==> src/rtl/note_sequencer_pkg.sv <==
// musicseq_pkg: shared types and song tables for the note sequencer.
//   note_t   - one melody entry {div (half-period in clk cycles), dur (ticks)}
//   state_t  - sequencer FSM states
//   SONG_*   - constant melody tables, selected by the SONG_SEL parameter
package musicseq_pkg;

  localparam int SEQ_LEN = 8;

  typedef struct packed {
    logic [15:0] div;
    logic [7:0]  dur;
  } note_t;

  typedef enum logic [1:0] {
    ST_IDLE = 2'd0,
    ST_PLAY = 2'd1,
    ST_DONE = 2'd2
  } state_t;

  // C-major scale, one octave.
  localparam note_t SONG_SCALE [SEQ_LEN] = '{
    '{16'd19084, 8'd4}, '{16'd17007, 8'd4}, '{16'd15169, 8'd4}, '{16'd14317, 8'd4},
    '{16'd12755, 8'd4}, '{16'd11364, 8'd4}, '{16'd10124, 8'd4}, '{16'd9556,  8'd8}
  };

  // Short table exercising rests (div 0), div 1 and dur 0.
  localparam note_t SONG_TEST [SEQ_LEN] = '{
    '{16'd2, 8'd1}, '{16'd3, 8'd2}, '{16'd0, 8'd1}, '{16'd4, 8'd1},
    '{16'd1, 8'd0}, '{16'd2, 8'd1}, '{16'd3, 8'd1}, '{16'd4, 8'd3}
  };

  function automatic note_t song_entry(input int sel, input logic [2:0] idx);
    return (sel == 0) ? SONG_SCALE[idx] : SONG_TEST[idx];
  endfunction

  function automatic logic [15:0] song_div(input int sel, input logic [2:0] idx);
    return (sel == 0) ? SONG_SCALE[idx].div : SONG_TEST[idx].div;
  endfunction

  // Index of the last tick of a note; dur 0 plays as a single tick.
  function automatic logic [7:0] dur_last(input note_t n);
    return (n.dur == 8'd0) ? 8'd0 : n.dur - 8'd1;
  endfunction

endpackage

==> src/rtl/note_sequencer_if.sv <==
// note_sequencer_if: control and status bundle of the note sequencer.
//   start_i/stop_i/loop_i - playback control (master -> slave)
//   tone_o/lfo_o          - note and tremolo square waves (slave -> master)
//   busy_o/done_o         - playback status
//   note_idx_o            - index of the note being played
interface note_sequencer_if;
  logic       start_i;
  logic       stop_i;
  logic       loop_i;
  logic       tone_o;
  logic       lfo_o;
  logic       busy_o;
  logic       done_o;
  logic [2:0] note_idx_o;

  modport master (
    output start_i, stop_i, loop_i,
    input  tone_o, lfo_o, busy_o, done_o, note_idx_o
  );

  modport slave (
    input  start_i, stop_i, loop_i,
    output tone_o, lfo_o, busy_o, done_o, note_idx_o
  );
endinterface

==> src/rtl/note_sequencer_tone_divider.sv <==
// tone_divider: square-wave generator with a half-period of div clk cycles.
//   clk, rst_n - clock, async active-low reset
//   load       - restart: counter <= div-1, sq <= 0
//   div        - half-period in cycles; 0 holds sq low (rest)
//   sq         - square-wave output, period 2*div
module tone_divider #(
  parameter int W = 16
) (
  input  logic         clk,
  input  logic         rst_n,
  input  logic         load,
  input  logic [W-1:0] div,
  output logic         sq
);

  logic [W-1:0] cnt;
  logic [W-1:0] reload;

  assign reload = (div == '0) ? '0 : div - W'(1);

  always_ff @(posedge clk or negedge rst_n) begin
    if (!rst_n) begin
      cnt <= '0;
      sq  <= 1'b0;
    end else if (load) begin
      cnt <= reload;
      sq  <= 1'b0;
    end else if (div == '0) begin
      cnt <= '0;
      sq  <= 1'b0;
    end else if (cnt == '0) begin
      cnt <= reload;
      sq  <= ~sq;
    end else begin
      cnt <= cnt - W'(1);
    end
  end

endmodule

==> src/rtl/note_sequencer.sv <==
// note_sequencer: steps through a fixed 8-entry melody, producing the note
// square wave (tone_o) and a slow tremolo square wave (lfo_o).
//   clk, rst_n - clock, async active-low reset
//   bus        - note_sequencer_if.slave: start/stop/loop in, waves and status out
//
//   state | meaning
//   IDLE  | waiting for start_i; outputs low
//   PLAY  | playing note note_idx; busy_o high
//   DONE  | one-cycle done_o pulse after the last note without loop
module note_sequencer
  import musicseq_pkg::*;
#(
  parameter int TICK_DIV = 250000,
  parameter int LFO_DIV  = 625000,
  parameter int SONG_SEL = 0
) (
  input  logic            clk,
  input  logic            rst_n,
  note_sequencer_if.slave bus
);

  localparam int PW = (TICK_DIV > 1) ? $clog2(TICK_DIV) : 1;
  localparam int LW = $clog2(LFO_DIV + 1);
  localparam logic [PW-1:0] PRE_LAST = PW'(TICK_DIV - 1);
  localparam logic [LW-1:0] LFO_HALF = LW'(LFO_DIV);
  localparam logic [2:0]    IDX_LAST = 3'(SEQ_LEN - 1);

  state_t        state, state_nxt;
  logic [2:0]    note_idx, idx_nxt;
  logic [PW-1:0] pre;
  logic [7:0]    tick;
  logic          busy_q, done_q;
  note_t         cur_note;
  logic          note_end, stay_play;
  logic          tone_load, lfo_load;
  logic [15:0]   tone_div;
  logic          tone_sq, lfo_sq;

  always_comb begin
    cur_note  = song_entry(SONG_SEL, note_idx);
    note_end  = (state == ST_PLAY) && (pre == PRE_LAST) && (tick == dur_last(cur_note));

    state_nxt = state;
    case (state)
      ST_IDLE: if (!bus.stop_i && bus.start_i) state_nxt = ST_PLAY;
      ST_PLAY: begin
        if (bus.stop_i)                                       state_nxt = ST_IDLE;
        else if (note_end && note_idx == IDX_LAST && !bus.loop_i) state_nxt = ST_DONE;
      end
      ST_DONE: state_nxt = ST_IDLE;
      default: state_nxt = ST_IDLE;
    endcase

    stay_play = (state == ST_PLAY) && (state_nxt == ST_PLAY);

    idx_nxt = 3'd0;
    if (stay_play) begin
      if (!note_end)                 idx_nxt = note_idx;
      else if (note_idx != IDX_LAST) idx_nxt = note_idx + 3'd1;
    end

    // The tone divider restarts at every note entry and whenever PLAY is not
    // held, so it must see the div of the note about to start.
    tone_load = !stay_play || note_end;
    tone_div  = tone_load ? song_div(SONG_SEL, idx_nxt) : cur_note.div;
    // The LFO only restarts on entering/leaving PLAY, keeping phase across
    // note boundaries and loops.
    lfo_load  = !stay_play;
  end

  always_ff @(posedge clk or negedge rst_n) begin
    if (!rst_n) begin
      state    <= ST_IDLE;
      note_idx <= 3'd0;
      pre      <= '0;
      tick     <= 8'd0;
      busy_q   <= 1'b0;
      done_q   <= 1'b0;
    end else begin
      state    <= state_nxt;
      note_idx <= idx_nxt;
      busy_q   <= (state_nxt == ST_PLAY);
      done_q   <= (state_nxt == ST_DONE);
      if (stay_play && !note_end) begin
        if (pre == PRE_LAST) begin
          pre  <= '0;
          tick <= tick + 8'd1;
        end else begin
          pre <= pre + PW'(1);
        end
      end else begin
        pre  <= '0;
        tick <= 8'd0;
      end
    end
  end

  tone_divider #(.W(16)) u_tone (
    .clk   (clk),
    .rst_n (rst_n),
    .load  (tone_load),
    .div   (tone_div),
    .sq    (tone_sq)
  );

  tone_divider #(.W(LW)) u_lfo (
    .clk   (clk),
    .rst_n (rst_n),
    .load  (lfo_load),
    .div   (LFO_HALF),
    .sq    (lfo_sq)
  );

  assign bus.tone_o     = tone_sq;
  assign bus.lfo_o      = lfo_sq;
  assign bus.busy_o     = busy_q;
  assign bus.done_o     = done_q;
  assign bus.note_idx_o = note_idx;

endmodule

==> src/flat_wrapper.sv <==
// flat-port wrapper written by rule: the top's interface ports become plain ports
module note_sequencer_flat import musicseq_pkg::*;
#(
  parameter int TICK_DIV = 250000,
  parameter int LFO_DIV  = 625000,
  parameter int SONG_SEL = 0
)
  (clk, rst_n, bus_start_i, bus_stop_i, bus_loop_i, bus_tone_o, bus_lfo_o, bus_busy_o, bus_done_o, bus_note_idx_o);
  note_sequencer_if bus_i ();
  input  logic clk;
  input  logic rst_n;
  input wire logic [$bits(bus_i.start_i)-1:0] bus_start_i;
  input wire logic [$bits(bus_i.stop_i)-1:0] bus_stop_i;
  input wire logic [$bits(bus_i.loop_i)-1:0] bus_loop_i;
  output wire logic [$bits(bus_i.tone_o)-1:0] bus_tone_o;
  output wire logic [$bits(bus_i.lfo_o)-1:0] bus_lfo_o;
  output wire logic [$bits(bus_i.busy_o)-1:0] bus_busy_o;
  output wire logic [$bits(bus_i.done_o)-1:0] bus_done_o;
  output wire logic [$bits(bus_i.note_idx_o)-1:0] bus_note_idx_o;
  assign bus_i.start_i = bus_start_i;
  assign bus_i.stop_i = bus_stop_i;
  assign bus_i.loop_i = bus_loop_i;
  assign bus_tone_o = bus_i.tone_o;
  assign bus_lfo_o = bus_i.lfo_o;
  assign bus_busy_o = bus_i.busy_o;
  assign bus_done_o = bus_i.done_o;
  assign bus_note_idx_o = bus_i.note_idx_o;
  note_sequencer #(.TICK_DIV(TICK_DIV), .LFO_DIV(LFO_DIV), .SONG_SEL(SONG_SEL)) u_core (.clk(clk), .rst_n(rst_n), .bus(bus_i));
endmodule
==> config.mk <==
export PLATFORM = sky130hd
export DESIGN_NAME = note_sequencer_flat
export DESIGN_NICKNAME = d
export VERILOG_FILES = /design/src/rtl/note_sequencer_pkg.sv /design/src/rtl/note_sequencer_if.sv /design/src/rtl/note_sequencer_tone_divider.sv /design/src/rtl/note_sequencer.sv /design/src/flat_wrapper.sv
export SDC_FILE = /design/constraint.sdc
export NUM_CORES = 1
export LEC_CHECK = 0
export BUFFER_PORTS_ARGS = -buffer_cell sky130_fd_sc_hd__buf_2
export CAP_MARGIN = 30
export CORE_MARGIN = 3
export CORE_UTILIZATION = 52
export CTS_BUF_LIST = sky130_fd_sc_hd__clkbuf_16
export CTS_CLUSTER_DIAMETER = 200
export DETAILED_ROUTE_END_ITERATION = 10
export PLACE_DENSITY = 0.79
export SETUP_SLACK_MARGIN = 0.15
export SLEW_MARGIN = 20
export SYNTH_ARGS = -nofsm -noshare
export SYNTH_HDL_FRONTEND = slang
export SYNTH_HIERARCHICAL = 1
export SYNTH_SLANG_ARGS = --single-unit
==> constraint.sdc <==
create_clock -name clk -period 11.1 [get_ports clk]
set_clock_uncertainty 0.05 [all_clocks]
set_input_delay 1.665 -clock clk [delete_from_list [all_inputs] [get_ports clk]]
set_output_delay 1.665 -clock clk [all_outputs]
set_load 0.1 [all_outputs]
======== Word-level counts from Yosys, hierarchy flattened ========
Memory sizes are Yosys's and may differ from the RTL's.
Cells that the tools add are included.
word-level totals
  output and inout bits ................... 7
  bits in read-only memories .............. 384
  bits in registers ....................... 71
  input bits .............................. 5
  word-level logic and storage cells ...... 80
  memories kept ........................... 2
operators by class
  equal/unequal tests ..................... 9
  reduce and logical (&&, ||, !) cells .... 18
  order comparisons ....................... 2
  mux-type cells .......................... 28
  add/sub/neg operators ................... 7
  bitwise logic cells ..................... 4
memories
  memory           words  bits a word  rd ports  clocked after Yosys merged registers in  write ports  RTL line                  RTL
  (no name shown)  8      24           1         0                                        0            note_sequencer_pkg.sv:37  return (sel == 0) ? SONG_SCALE[idx].div : SONG_TEST[idx].div;
  (no name shown)  8      24           1         0                                        0            note_sequencer_pkg.sv:33  return (sel == 0) ? SONG_SCALE[idx] : SONG_TEST[idx];
operators with widths
  cell                   count
  $mux 24                4
  $mux 16                5
  $mux 20                2
  $mux 18                2
  $logic_not 16->1       2
  $sub 16x1->16 const B  2
  $mux 8                 3
  $logic_not 20->1       1
  $sub 20x1->20 const B  1
  $add 18x1->18 const B  1
  $eq 18x18->1 const B   1
  $mux 3                 3
  $add 8x1->8 const B    1
  $eq 8x8->1             1
  $ge 4x4->1 const B     2
  $logic_not 8->1        1
  $not 3->4              2
  $sub 8x1->8 const B    1
  $logic_and 1x1->1      7
  $mux 2                 3
  $mux 1                 5
  $eq 2x1->1 const B     2
  $logic_not 1->1        4
  $pmux 2 s2             1
  other kinds (10)       11

======== Depth between registers and ports, before layout ========
Gate-level depths: netlist (run 1).
  depth after elaboration ................. 26
  depth in mapped cells ................... 20
  gate-level depth less buffers ........... 18

======== Modules after synthesis ========
The synthesis (run 1) kept the hierarchy.
by module, submodules not included
  module                        times used  area an instance (µm²)  sequential area each (µm²)  cells each
  note_sequencer                1           2,348.5                 825.8                       262
  tone_divider (u_core.u_lfo)   1           1,650.3                 525.5                       179
  tone_divider (u_core.u_tone)  1           1,311.3                 425.4                       147

======== Least setup slack after synthesis (run 1) ========
No wires, ideal clock.
  path type ............................... register to register
  from .................................... register u_core.note_idx[1] (netlist: u_core/bus.note_idx_o[1])
  to ...................................... register u_core.u_tone.sq
  stages on the path, launching flop included .. 18
  buffers on the path ..................... 1
  setup time .............................. 0.134 ns
  clock period less this slack ............ 5.000 ns
  data arrival time ....................... 4.815 ns
  data required time ...................... 10.916 ns
  slack ................................... 6.100 ns
  cell sequence ........................... dfrtp_1 ha_1 ha_1 xnor2_1 nand3_2 nor3_1 mux2_2 nand2b_1 ha_1 a2bb2oi_1 o22ai_1 inv_1 ha_1 nor3b_1 nand3_1 nor4_2 buf_2 nor3_1
between the ends
  longest elaborated chain between the ends .. 24
  elaborated cells on any way between the ends .. 33
  those cells by class .................... add/sub: 2; eq/ne: 4; mux: 14; bitwise: 2; reduce/logical: 9; memory: 2
RTL lines
  item                                            RTL line                           RTL
  from (decl)                                     note_sequencer.sv:29               logic [2:0] note_idx, idx_nxt;
  from (signal assigned)                          note_sequencer.sv:81               note_idx <= idx_nxt;
  $not 3->4                                       n/a
  $mem_v2 8x24                                    n/a
  $mux 24 (implied by the code) (2 in series)     note_sequencer_pkg.sv:33
  $sub 8x1->8 or $logic_not 8->1 (tied branches)  note_sequencer_pkg.sv:42           return (n.dur == 8'd0) ? 8'd0 : n.dur - 8'd1;
  $mux 8                                          note_sequencer_pkg.sv:42
  $eq 8x8->1                                      note_sequencer.sv:41               note_end = (state == ST_PLAY) && (pre == PRE_LAST) && (tick == dur_last(cur_note));
  $logic_and 1x1->1                               note_sequencer.sv:41
  $logic_and 1x1->1 (2 in series)                 note_sequencer.sv:48               else if (note_end && note_idx == IDX_LAST && !bus.loop_i) state_nxt = ST_DONE;
  [6 not listed]                                  n/a
  $not 3->4 (implied by the code)                 note_sequencer_pkg.sv:37
  $mem_v2 8x24                                    n/a
  $mux 24 (implied by the code) (2 in series)     note_sequencer_pkg.sv:37
  $mux 16 (*)                                     note_sequencer.sv:65               tone_div = tone_load ? song_div(SONG_SEL, idx_nxt) : cur_note.div;
  via u_core.tone_div[0]                          note_sequencer.sv:36               logic [15:0] tone_div;
  $logic_not 16->1 (*)                            note_sequencer_tone_divider.sv:28  end else if (div == '0) begin
  $mux 1                                          note_sequencer_tone_divider.sv:28
  $mux 1                                          note_sequencer_tone_divider.sv:25  end else if (load) begin
  to (signal assigned)                            note_sequencer_tone_divider.sv:33  sq <= ~sq;
  to (decl)                                       note_sequencer_tone_divider.sv:13  output logic sq
The timed path passes the listed nets; every way through them passes the cells marked *. The select of a mux whose other input is x is not followed.
A chain may end at the register's enable or synchronous reset.

======== Final worst setup path (run 1) ========
  from .................................... register u_core.note_idx[2] (netlist: u_core/bus.note_idx_o[2])
  to ...................................... register u_core.u_tone.cnt[13]
between the ends
  longest elaborated chain between the ends .. 26
  elaborated cells on any way between the ends .. 35
  those cells by class .................... add/sub: 3; eq/ne: 4; mux: 16; bitwise: 2; reduce/logical: 8; memory: 2
RTL lines
  item                                               RTL line                                                              RTL
  $not 3->4                                          n/a
  $mem_v2 8x24                                       n/a
  $mux 24 (implied by the code) (2 in series)        note_sequencer_pkg.sv:33
  $sub 8x1->8 or $logic_not 8->1 (tied branches)     note_sequencer_pkg.sv:42
  $mux 8                                             note_sequencer_pkg.sv:42
  $eq 8x8->1                                         note_sequencer.sv:41
  $logic_and 1x1->1                                  note_sequencer.sv:41
  $logic_and 1x1->1 (2 in series)                    note_sequencer.sv:48
  [8 not listed]                                     n/a
  $mux 24 (implied by the code) (2 in series)        note_sequencer_pkg.sv:37
  $mux 16 (*)                                        note_sequencer.sv:65
  via u_core.tone_div[0]                             note_sequencer.sv:36
  $sub 16x1->16 or $logic_not 16->1 (tied branches)  note_sequencer_tone_divider.sv:19, note_sequencer_tone_divider.sv:28
  $mux 16                                            note_sequencer_tone_divider.sv:19                                     assign reload = (div == '0) ? '0 : div - W'(1);
  $mux 16                                            note_sequencer_tone_divider.sv:31                                     end else if (cnt == '0) begin
  $mux 16                                            note_sequencer_tone_divider.sv:28
  $mux 16 (*)                                        note_sequencer_tone_divider.sv:25
  to (signal assigned)                               note_sequencer_tone_divider.sv:26                                     cnt <= reload;
  to (signal assigned)                               note_sequencer_tone_divider.sv:32                                     cnt <= reload;
  to (signal assigned)                               note_sequencer_tone_divider.sv:35                                     cnt <= cnt - W'(1);
  to (decl)                                          note_sequencer_tone_divider.sv:16                                     logic [W-1:0] cnt;
Marked as above.

==> out/results.env, run 1 <==
STATUS='finished, final reports clean'
TIMING.HOLD.WS_NS=0.447
CTS.REPAIR_TIMING.SETUP_BUFFER_COUNT=0
CLK_PIN_SLEW_WORST_PATHS_NS=0.06
VDD_DROP_MAX_uV=59.1
FINISH.NET_COUNT=694
ANTENNA_VIOLATIONS_BEFORE_REPAIR=0
SLOWEST_DELAY_NS=0.60
CP_NUM_BUF_INV=3
YOSYSTOPAREACELLSHARE_PCT=33.5
POSTROUTEWIRELENGTH_MM=11.6
CTSROOTBUFFERMASTER='sky130_fd_sc_hd__clkbuf_16'
DRC_MARKERS=0
CLOCKBUFFERDEPTH=2
TIMING_WORST_SETUP_PATH_TYPE='reg -> reg'
SLEW-LIMIT-HEADROOM_PCT=52.1
VIASPERCELL=5.61
PERIOD_SHARE_PCT=46.7
CORE.ROWCOUNT=36
ROUTABILITYCONGESTION=1.01
POST-DP-HPWL_MM=8.25
FILL_CELLS=845
TOTAL_ITERATIONS_OF_THE_FIRST_DETAILED_ROUTING_RUN=5
MULTIINPUTGATEAREA_SQ_MM=0.00362
TNS_NS=0
DRT-WIRELENGTH-PER-CELL_MICRONS=14.5
IOS=12
CTS_RESIZED=0
HOLD_PATH.CLASS='reg -> reg'
HOLD_VIOL_FINAL=0
EFFECTIVE_UTILIZATION_AT_FLOORPLAN_PCT=53.8
DRIVE_ABOVE_1_SHARE_PCT=10.4
PWR_DENSITY_CELL_mW_PER_MM2=104
PLACEDINSTANCEAREA_SQ_MM=0.00571
YS_TOP_CELLS_BY_AREA='sky130_fd_sc_hd__dfrtp_1, sky130_fd_sc_hd__xnor2_1, sky130_fd_sc_hd__nor2_1'
CRITICAL_PATH.CELL_CHAIN='ha_1, xnor2_1, nand3_2, nor3_1, buf_4, mux2_2, nand2b_1, ha_1, a2bb2oi_1, o22ai_1, inv_1, ha_1, nor3b_1, nand3_1, nor4_2, buf_4, nand2b_1, o2bb2ai_1'
FINISH.INSTANCE_AREA_SQ_MM=0.00603
HOLD_BUF_COUNT_CTS=0
ANT_NETS=0
TRITONCTS='yes'
CRIT_REQUIRED_NS=11.27
FIRST_ITERATION_DETAILED_ROUTING_DRC_COUNT=298
CRIT_TOP_CELL='sky130_fd_sc_hd__ha_1'
SYNTH.LIB_CELLS_USED.DISTINCT=62
AREA_OF_THE_DIE_SQ_MM=0.0115
NUMBER_OF_GLOBAL_ROUTE_VIAS_BEFORE_REPAIR=4446
GRT_START_MAX_NET_PINS=72
TIMING.CRITICAL_PATH.TO_TYPE='flip-flop'
SYNTHMOSTINSTANTIATEDCELL='sky130_fd_sc_hd__nor2_1'
CRIT_FANOUT=20
UTILIZATION_PCT=61.1
FIN_CRIT_NS=5.18
CTS.SINK_COUNT=71
POST_SYNTH.CELL_AREA_AVG_SQ_UM=9.03
YOSYS.AREA.TOP_TYPE='sky130_fd_sc_hd__dfrtp_1'
SYNTH-ASYNC-RESET-RATIO_PCT=100
NUMCTSBUFFERS=9
DETAILROUTE.VIA_COUNT=4507
CRITPATHARRIVALTIME_NS=5.35
MAX_CAP_VIOL_COUNT=0
FMAXACHIEVABLE_MHz=193
NETLIST_AREA_SQ_MM=0.00531
CLOCK_LATENCY_NS=0.33
YS_WARN_COUNT=6
YOSYS_REGISTER_BITS=71
POST_SYNTH_MOST_FREQUENT_CELLS='sky130_fd_sc_hd__nor2_1, sky130_fd_sc_hd__dfrtp_1, sky130_fd_sc_hd__xnor2_1, sky130_fd_sc_hd__nand2_1, sky130_fd_sc_hd__xor2_1'
SLEW_VIOL_FINAL=0
OVERALL_DIE_HEIGHT_MICRONS=107
AREA.GROWTH.SYNTH_TO_FINAL_PCT=13.5
CORE_REGION_AREA_SQ_MM=0.00986
PORT_BUFFERS=11
CRITICAL_PATH.TOP_DELAY_FAMILY='simple AND/OR/NAND/NOR gates'
INSERTEDDIODECOUNT=0
TIGHTEST_SLEW_NS=0.713
GRT_USAGE_PCT=21.3
WORST_PATH_CELL_WITH_THE_LONGEST_STAGE_DELAY='sky130_fd_sc_hd__dfrtp_1'
DIE_WIDTH_MICRONS=107
SEQ_AREA_FRAC_SYNTH_PCT=33.5
P_LEAK_nW=2.43
TIMING.CRITICAL_PATH.FROM_TYPE='flip-flop'
GRT_OVERFLOW=0
FINALSETUPVIOLCOUNT=0
SYNTH-MAIN-FF-CELL='sky130_fd_sc_hd__dfrtp_1'
GLOBAL_ROUTE_WIRE_LENGTH_BEFORE_REPAIR_MM=19.9
CTS_HTREE_LEVELS=3
SYNTH-EDFF-COUNT=0
POST_SYNTH_INST_COUNT=588
SETUP_REPAIR_AFTER_GLOBAL_ROUTING_MISSED_ITS_MARGIN='false'
FF_LATCH_AREA_SQ_MM=0.00178
-- worst paths after layout --
kind / from / end / slack, ns / cells past startpoint
min in group asynchronous: rst_n / u_core/tick[5] / 1.27 / 2
max in group asynchronous: rst_n / u_core/u_lfo/cnt[1] / 9.19 / 3
worst max-delay path: u_core/bus.note_idx_o[2] / u_core/u_tone/cnt[13] / 5.92 / 18
worst min-delay path: u_core/pre[0] / u_core/pre[0] / 0.45 / 1
worst max register to register: u_core/bus.note_idx_o[2] / u_core/u_tone/cnt[13] / 5.92 / 18
worst min register to register: u_core/pre[0] / u_core/pre[0] / 0.45 / 1
-- layer usage --
metal  GRT usage (%)  vias to the layer above  share of wire (%)
met5               0                        -                  0
met3            3.31                       28                4.0
met1            26.8                     2167                 45
li1                -                     2194                  -
met4            9.13                        0                2.4
met2            36.1                      118                 49
-- power breakdown --
group	switching [W]	total, W	internal (W)
Clock	0.000104	0.000274	0.000170
Sequential	0.0000129	0.000283	0.000270
Combinational	0.0000407	0.0000670	0.0000263
Total	0.000158	0.000624	0.000466
-- metrics by stage --
| stage | worst slack [ns] | power, W | std cells |
|---|---|---|---|
| global route | 5.48 | 0.000652 | 803 |
| floorplan | 6.10 | 0.000334 | 656 |
| detailed placement | 5.81 | 0.000350 | 785 |
| CTS | 5.99 | 0.000625 | 801 |
| global placement | 6.07 | 0.000347 | 785 |
| finish | 5.92 | 0.000624 | 803 |
-- layout make-up --
| type | count | share of cell area [%] |
|---|---|---|
| Clock inverter | 7 | 0.934 |
| Multi-Input combinational cell | 551 | 60.1 |
| Inverter | 15 | 0.934 |
| Clock buffer | 9 | 3.74 |
| Sequential cell | 71 | 29.5 |
| Timing Repair Buffer | 17 | 2.06 |
| Tap cell | 133 | 2.76 |
-- cells by family (layout without fill, tap and decap cells) --
family                   count (synthesis)  in the layout  share of synthesized area [%]
AND/OR/NAND/NOR                        278            278                           29.7
AO/OA/AOI/OAI                           93             93                           13.5
XOR/XNOR                                80             80                           13.2
flip-flops                              71             71                           33.5
buffers and inverters                   34             48                           3.13
adder cells (fa/ha/maj)                 24             24                           5.66
multiplexers                             6              6                           1.20
other                                    2             70                          0.141
-- layout by cell type (no fill, tap or decap), types with 4 or more instances in the layout --
cell type                   synthesis  layout
sky130_fd_sc_hd__nor2_1            84      84
sky130_fd_sc_hd__dfrtp_1           71      71
sky130_fd_sc_hd__conb_1             2      70
sky130_fd_sc_hd__xnor2_1           47      47
sky130_fd_sc_hd__nand2_1           34      34
sky130_fd_sc_hd__xor2_1            33      33
sky130_fd_sc_hd__nor3_1            32      32
sky130_fd_sc_hd__ha_1              24      24
sky130_fd_sc_hd__nand3_1           22      22
sky130_fd_sc_hd__inv_1             15      17
sky130_fd_sc_hd__nor4_1            17      17
sky130_fd_sc_hd__a211oi_1          17      17
sky130_fd_sc_hd__o21ai_0           12      12
sky130_fd_sc_hd__a21oi_1           12      12
sky130_fd_sc_hd__buf_2              7      11
sky130_fd_sc_hd__a211oi_2          11      11
sky130_fd_sc_hd__nand4_1           10      10
sky130_fd_sc_hd__clkbuf_16          0       9
sky130_fd_sc_hd__and3_1             9       9
sky130_fd_sc_hd__and2_1             9       9
sky130_fd_sc_hd__nand2b_1           7       7
sky130_fd_sc_hd__or3_1              7       7
sky130_fd_sc_hd__o22ai_1            6       6
sky130_fd_sc_hd__o31a_1             6       6
sky130_fd_sc_hd__or2_2              5       5
sky130_fd_sc_hd__nor4_2             5       5
sky130_fd_sc_hd__nor4b_4            4       4
sky130_fd_sc_hd__nor2b_1            4       4
sky130_fd_sc_hd__nor4b_1            4       4
sky130_fd_sc_hd__o21a_1             4       4
sky130_fd_sc_hd__buf_4              2       4
sky130_fd_sc_hd__or4_4              4       4
-- flip-flops by register name, indices dropped and copies added, names as in the netlist, 2 cells and up --
| register | flops |
|---|---|
| u_core/pre | 18 |
| u_core/u_tone/cnt | 16 |
| u_core/u_lfo/cnt | 20 |
| u_core/state | 2 |
| u_core/tick | 8 |
| u_core/bus.note_idx_o | 3 |
-- worst reg2reg max path, cell delays in order, from the launching register on --
cell and delay, ns:
sky130_fd_sc_hd__dfrtp_1 0.60, sky130_fd_sc_hd__ha_1 0.37, sky130_fd_sc_hd__xnor2_1 0.30, sky130_fd_sc_hd__nand3_2 0.17, sky130_fd_sc_hd__nor3_1 0.21, sky130_fd_sc_hd__buf_4 0.22, sky130_fd_sc_hd__mux2_2 0.36, sky130_fd_sc_hd__nand2b_1 0.22
sky130_fd_sc_hd__ha_1 0.28, sky130_fd_sc_hd__a2bb2oi_1 0.16, sky130_fd_sc_hd__o22ai_1 0.16, sky130_fd_sc_hd__inv_1 0.15, sky130_fd_sc_hd__ha_1 0.20, sky130_fd_sc_hd__nor3b_1 0.55, sky130_fd_sc_hd__nand3_1 0.27, sky130_fd_sc_hd__nor4_2 0.27
sky130_fd_sc_hd__buf_4 0.25, sky130_fd_sc_hd__nand2b_1 0.18, sky130_fd_sc_hd__o2bb2ai_1 0.10
Power figures use the tool's default switching activity.
==> run 2: changes to the inputs <==
ABC_AREA = 1   (was unset)
clock period = 5.2 ns   (was 11.1 ns; I/O delays follow)
==> run 2 against run 1 <==
Compared with the run above: die area rose by 19%; wire length rose by 19%; design area rose by 17%; register-to-register slack got worse by 4.8 ns; critical path type unchanged.
==> out/results.env, run 2 <==
HOLD_VIOL_FINAL=0
NUMBER_OF_GLOBAL_ROUTE_VIAS_BEFORE_REPAIR=5306
P_LEAK_nW=3.49
SYNTH-MAIN-FF-CELL='sky130_fd_sc_hd__dfrtp_1'
CTS.REPAIR_TIMING.SETUP_BUFFER_COUNT=0
CRIT_FANOUT=25
DRC_MARKERS=0
CTS_RESIZED=0
WORST-R2R-SETUP-SLACK_NS=1.07
HOLD_BUF_COUNT_CTS=0
YOSYSTOPAREACELLSHARE_PCT=27.8
TNS_NS=0
DRT-WIRELENGTH-PER-CELL_MICRONS=11.7
FINAL_CELL_COUNT_NO_FILL=1188
DRIVE_ABOVE_1_SHARE_PCT=11.7
MOST-COMMON-LAYOUT-CELLS='sky130_fd_sc_hd__nand2_1, sky130_fd_sc_hd__nor2_1, sky130_fd_sc_hd__nand3_1'
POST_SYNTH.CELL_AREA_AVG_SQ_UM=6.59
YS_WARN_COUNT=6
CTSROOTBUFFERMASTER='sky130_fd_sc_hd__clkbuf_16'
ROUTABILITYCONGESTION=0.903
CORE.ROWCOUNT=39
PLACE_WS_NS=1.10
OVERALL_DIE_HEIGHT_MICRONS=117
VDD_DROP_MAX_uV=210
NUMCTSBUFFERS=9
POST_SYNTH_INST_COUNT=971
YOSYS.AREA.TOP_TYPE='sky130_fd_sc_hd__dfrtp_1'
FIN_CRIT_NS=4.13
PORT_BUFFERS=11
AREA.GROWTH.SYNTH_TO_FINAL_PCT=10.1
PLACE.DETAILED.INSTANCES=1171
UTILIZATION_PCT=60.2
GRT_START_MAX_NET_PINS=72
PERIOD_SHARE_PCT=79.5
FINISH.NET_COUNT=1069
SETUP_REPAIR_AFTER_GLOBAL_ROUTING_MISSED_ITS_MARGIN='false'
POST-DP-HPWL_MM=10.5
SYNTH.LIB_CELLS_USED.DISTINCT=45
CRITPATHARRIVALTIME_NS=4.31
LAYOUT_COMMONEST_CELL='sky130_fd_sc_hd__nand2_1'
GRT_USAGE_PCT=21.9
LARGEST_REGISTER_FFS=20
POST_SYNTH_MOST_FREQUENT_CELLS='sky130_fd_sc_hd__nand2_1, sky130_fd_sc_hd__nor2_1, sky130_fd_sc_hd__nand3_1, sky130_fd_sc_hd__inv_1, sky130_fd_sc_hd__dfrtp_1'
CLOCK_LATENCY_NS=0.34
REG_TOP3='u_core/u_lfo/cnt (20), u_core/pre (18), u_core/u_tone/cnt (16)'
FINALSETUPVIOLCOUNT=0
CTS_HTREE_LEVELS=3
FINISH.INSTANCE_AREA_SQ_MM=0.00705
ANT_NETS=0
YOSYS_REGISTER_BITS=71
INSERTEDDIODECOUNT=0
STATUS='finished, final reports clean'
TIMING.CRITICAL_PATH.FROM_TYPE='flip-flop'
TIGHTEST_SLEW_NS=0.882
AREA_OF_THE_DIE_SQ_MM=0.0137
TIMING_WORST_SETUP_PATH_TYPE='reg -> reg'
CLOCKBUFFERDEPTH=2
DIE_WIDTH_MICRONS=117
LAYOUT_SETUP_WS_NS=1.07
R2R_PATH_END='u_core/u_tone/cnt[12]'
POSTROUTEWIRELENGTH_MM=13.9
CRITPATHLAUNCH='u_core/bus.note_idx_o[0]'
SEQ_AREA_FRAC_SYNTH_PCT=27.8
SYNTHMOSTINSTANTIATEDCELL='sky130_fd_sc_hd__nand2_1'
NETLIST_AREA_SQ_MM=0.00640
HOLD_PATH.CLASS='in -> async'
IOS=12
SLEW_VIOL_FINAL=0
TRITONCTS='yes'
ANTENNA_VIOLATIONS_BEFORE_REPAIR=0
FIRST_ITERATION_DETAILED_ROUTING_DRC_COUNT=385
CTS.SINK_COUNT=71
SYNTH-ASYNC-RESET-RATIO_PCT=100
EFFECTIVE_UTILIZATION_AT_FLOORPLAN_PCT=54.6
TOTAL_ITERATIONS_OF_THE_FIRST_DETAILED_ROUTING_RUN=4
GRT_OVERFLOW=0
CRIT_REQUIRED_NS=5.37
PWR_DENSITY_CELL_mW_PER_MM2=205
DETAILROUTE.VIA_COUNT=5962
MOST_FLOP_HEAVY_REGISTER='u_core/u_lfo/cnt'
CORE_REGION_AREA_SQ_MM=0.0117
GLOBAL_ROUTE_WIRE_LENGTH_BEFORE_REPAIR_MM=24.4
RR_WORST_DEPTH=27
CLK_PIN_SLEW_WORST_PATHS_NS=0.06
TIMING.CRITICAL_PATH.TO_TYPE='flip-flop'
SYNTH-EDFF-COUNT=0
CRITPATHCAPTURE='u_core/u_tone/cnt[12]'
VIASPERCELL=5.02
MAX_CAP_VIOL_COUNT=0
FMAXACHIEVABLE_MHz=242
YS_TOP_CELLS_BY_AREA='sky130_fd_sc_hd__dfrtp_1, sky130_fd_sc_hd__nand2_1, sky130_fd_sc_hd__nor2_1'
REG2REG_FROM='u_core/bus.note_idx_o[0]'
SLEW-LIMIT-HEADROOM_PCT=41.1
PLACEDINSTANCEAREA_SQ_MM=0.00674
-- run 2: cell types whose count changed after synthesis, moves of 29 or more --
cell                      change
sky130_fd_sc_hd__nand2_1    +283
sky130_fd_sc_hd__nand3_1     +67
sky130_fd_sc_hd__inv_1       +61
sky130_fd_sc_hd__nor2_1      +48
sky130_fd_sc_hd__xnor2_1     -38
sky130_fd_sc_hd__nor3_1      -29
-- run 2: worst max-delay path, stage by stage (launching register included) --
cell	delay (ns)
sky130_fd_sc_hd__dfrtp_1	0.46
sky130_fd_sc_hd__ha_1	0.25
sky130_fd_sc_hd__ha_1	0.22
sky130_fd_sc_hd__xnor2_1	0.18
sky130_fd_sc_hd__nand2_1	0.10
sky130_fd_sc_hd__nor2_4	0.19
sky130_fd_sc_hd__nand3_2	0.15
sky130_fd_sc_hd__nand2_8	0.21
sky130_fd_sc_hd__inv_2	0.09
sky130_fd_sc_hd__nand2_1	0.16
sky130_fd_sc_hd__inv_1	0.12
sky130_fd_sc_hd__ha_1	0.23
sky130_fd_sc_hd__inv_1	0.07
sky130_fd_sc_hd__o21bai_1	0.11
sky130_fd_sc_hd__nand2_1	0.06
sky130_fd_sc_hd__nand2_1	0.06
sky130_fd_sc_hd__nand2_1	0.08
sky130_fd_sc_hd__inv_1	0.06
sky130_fd_sc_hd__ha_1	0.18
sky130_fd_sc_hd__nand2_2	0.11
sky130_fd_sc_hd__nor2_4	0.15
sky130_fd_sc_hd__nand2_4	0.16
sky130_fd_sc_hd__nand2_4	0.14
sky130_fd_sc_hd__inv_2	0.14
sky130_fd_sc_hd__nand2_1	0.11
sky130_fd_sc_hd__nand2_1	0.05
sky130_fd_sc_hd__nand2_1	0.06
sky130_fd_sc_hd__nand2_1	0.05
-- run 2: routing by layer --
| metal | wire [microns] | vias up | track usage [%] |
|---|---|---|---|
| li1 | - | 3171 | - |
| met1 | 7110 | 2667 | 32.0 |
| met2 | 6070 | 115 | 34.1 |
| met3 | 560 | 9 | 3.65 |
| met4 | 129 | 0 | 5.12 |
| met5 | 0 | - | 0 |
-- run 2: per-stage QoR --
stage | power, W | hold WS (ns)
2_1_floorplan | 0.000803 | 0.372
3_3_place_gp | 0.000846 | 0.387
4_1_cts | 0.00144 | 0.404
5_1_grt | 0.00152 | 0.336
6_report | 0.00144 | 0.315
3_5_place_dp | 0.000849 | 0.404
-- run 2: power by group --
group	switching [W]	total [W]	internal, W	leakage (nW)
combinational	0.000165	0.000241	0.0000760	2.43
sequential	0.0000271	0.000608	0.000580	0.915
clock	0.000261	0.000593	0.000332	0.139
-- run 2: cell type report --
type	instances	area, sq um
timing repair buffer	12	77.6
inverter	97	372
tap	143	179
clock buffer	9	225
fill	1114	4660
sequential	71	1780
clock inverter	7	62.6
multi-input combinational	849	4360
-- run 2: cells by family (layout without fill, tap and decap cells) --
group	Yosys count	count (layout)	share of synthesized area [%]
flops	71	71	27.8
xor+xnor	40	40	5.47
other cells	2	66	0.117
compound gates	68	68	6.24
fa+ha+maj	24	24	4.69
simple gates	651	651	47.8
buf+inv	115	125	7.94
-- run 2: worst min-delay path by stage --
| stage | start | cells past startpoint | to | slack [ns] |
|---|---|---|---|---|
| 6_report | rst_n | 1 | u_core/u_lfo/cnt[6] | 0.32 |
| 5_1_grt | rst_n | 1 | u_core/u_lfo/cnt[6] | 0.34 |
| 4_1_cts | u_core/state[1] | 1 | u_core/state[0] | 0.40 |
| 3_5_place_dp | u_core/state[1] | 1 | u_core/state[0] | 0.40 |
| 3_3_place_gp | u_core/state[1] | 1 | u_core/state[0] | 0.39 |
| 2_1_floorplan | u_core/state[1] | 1 | u_core/bus.busy_o | 0.37 |
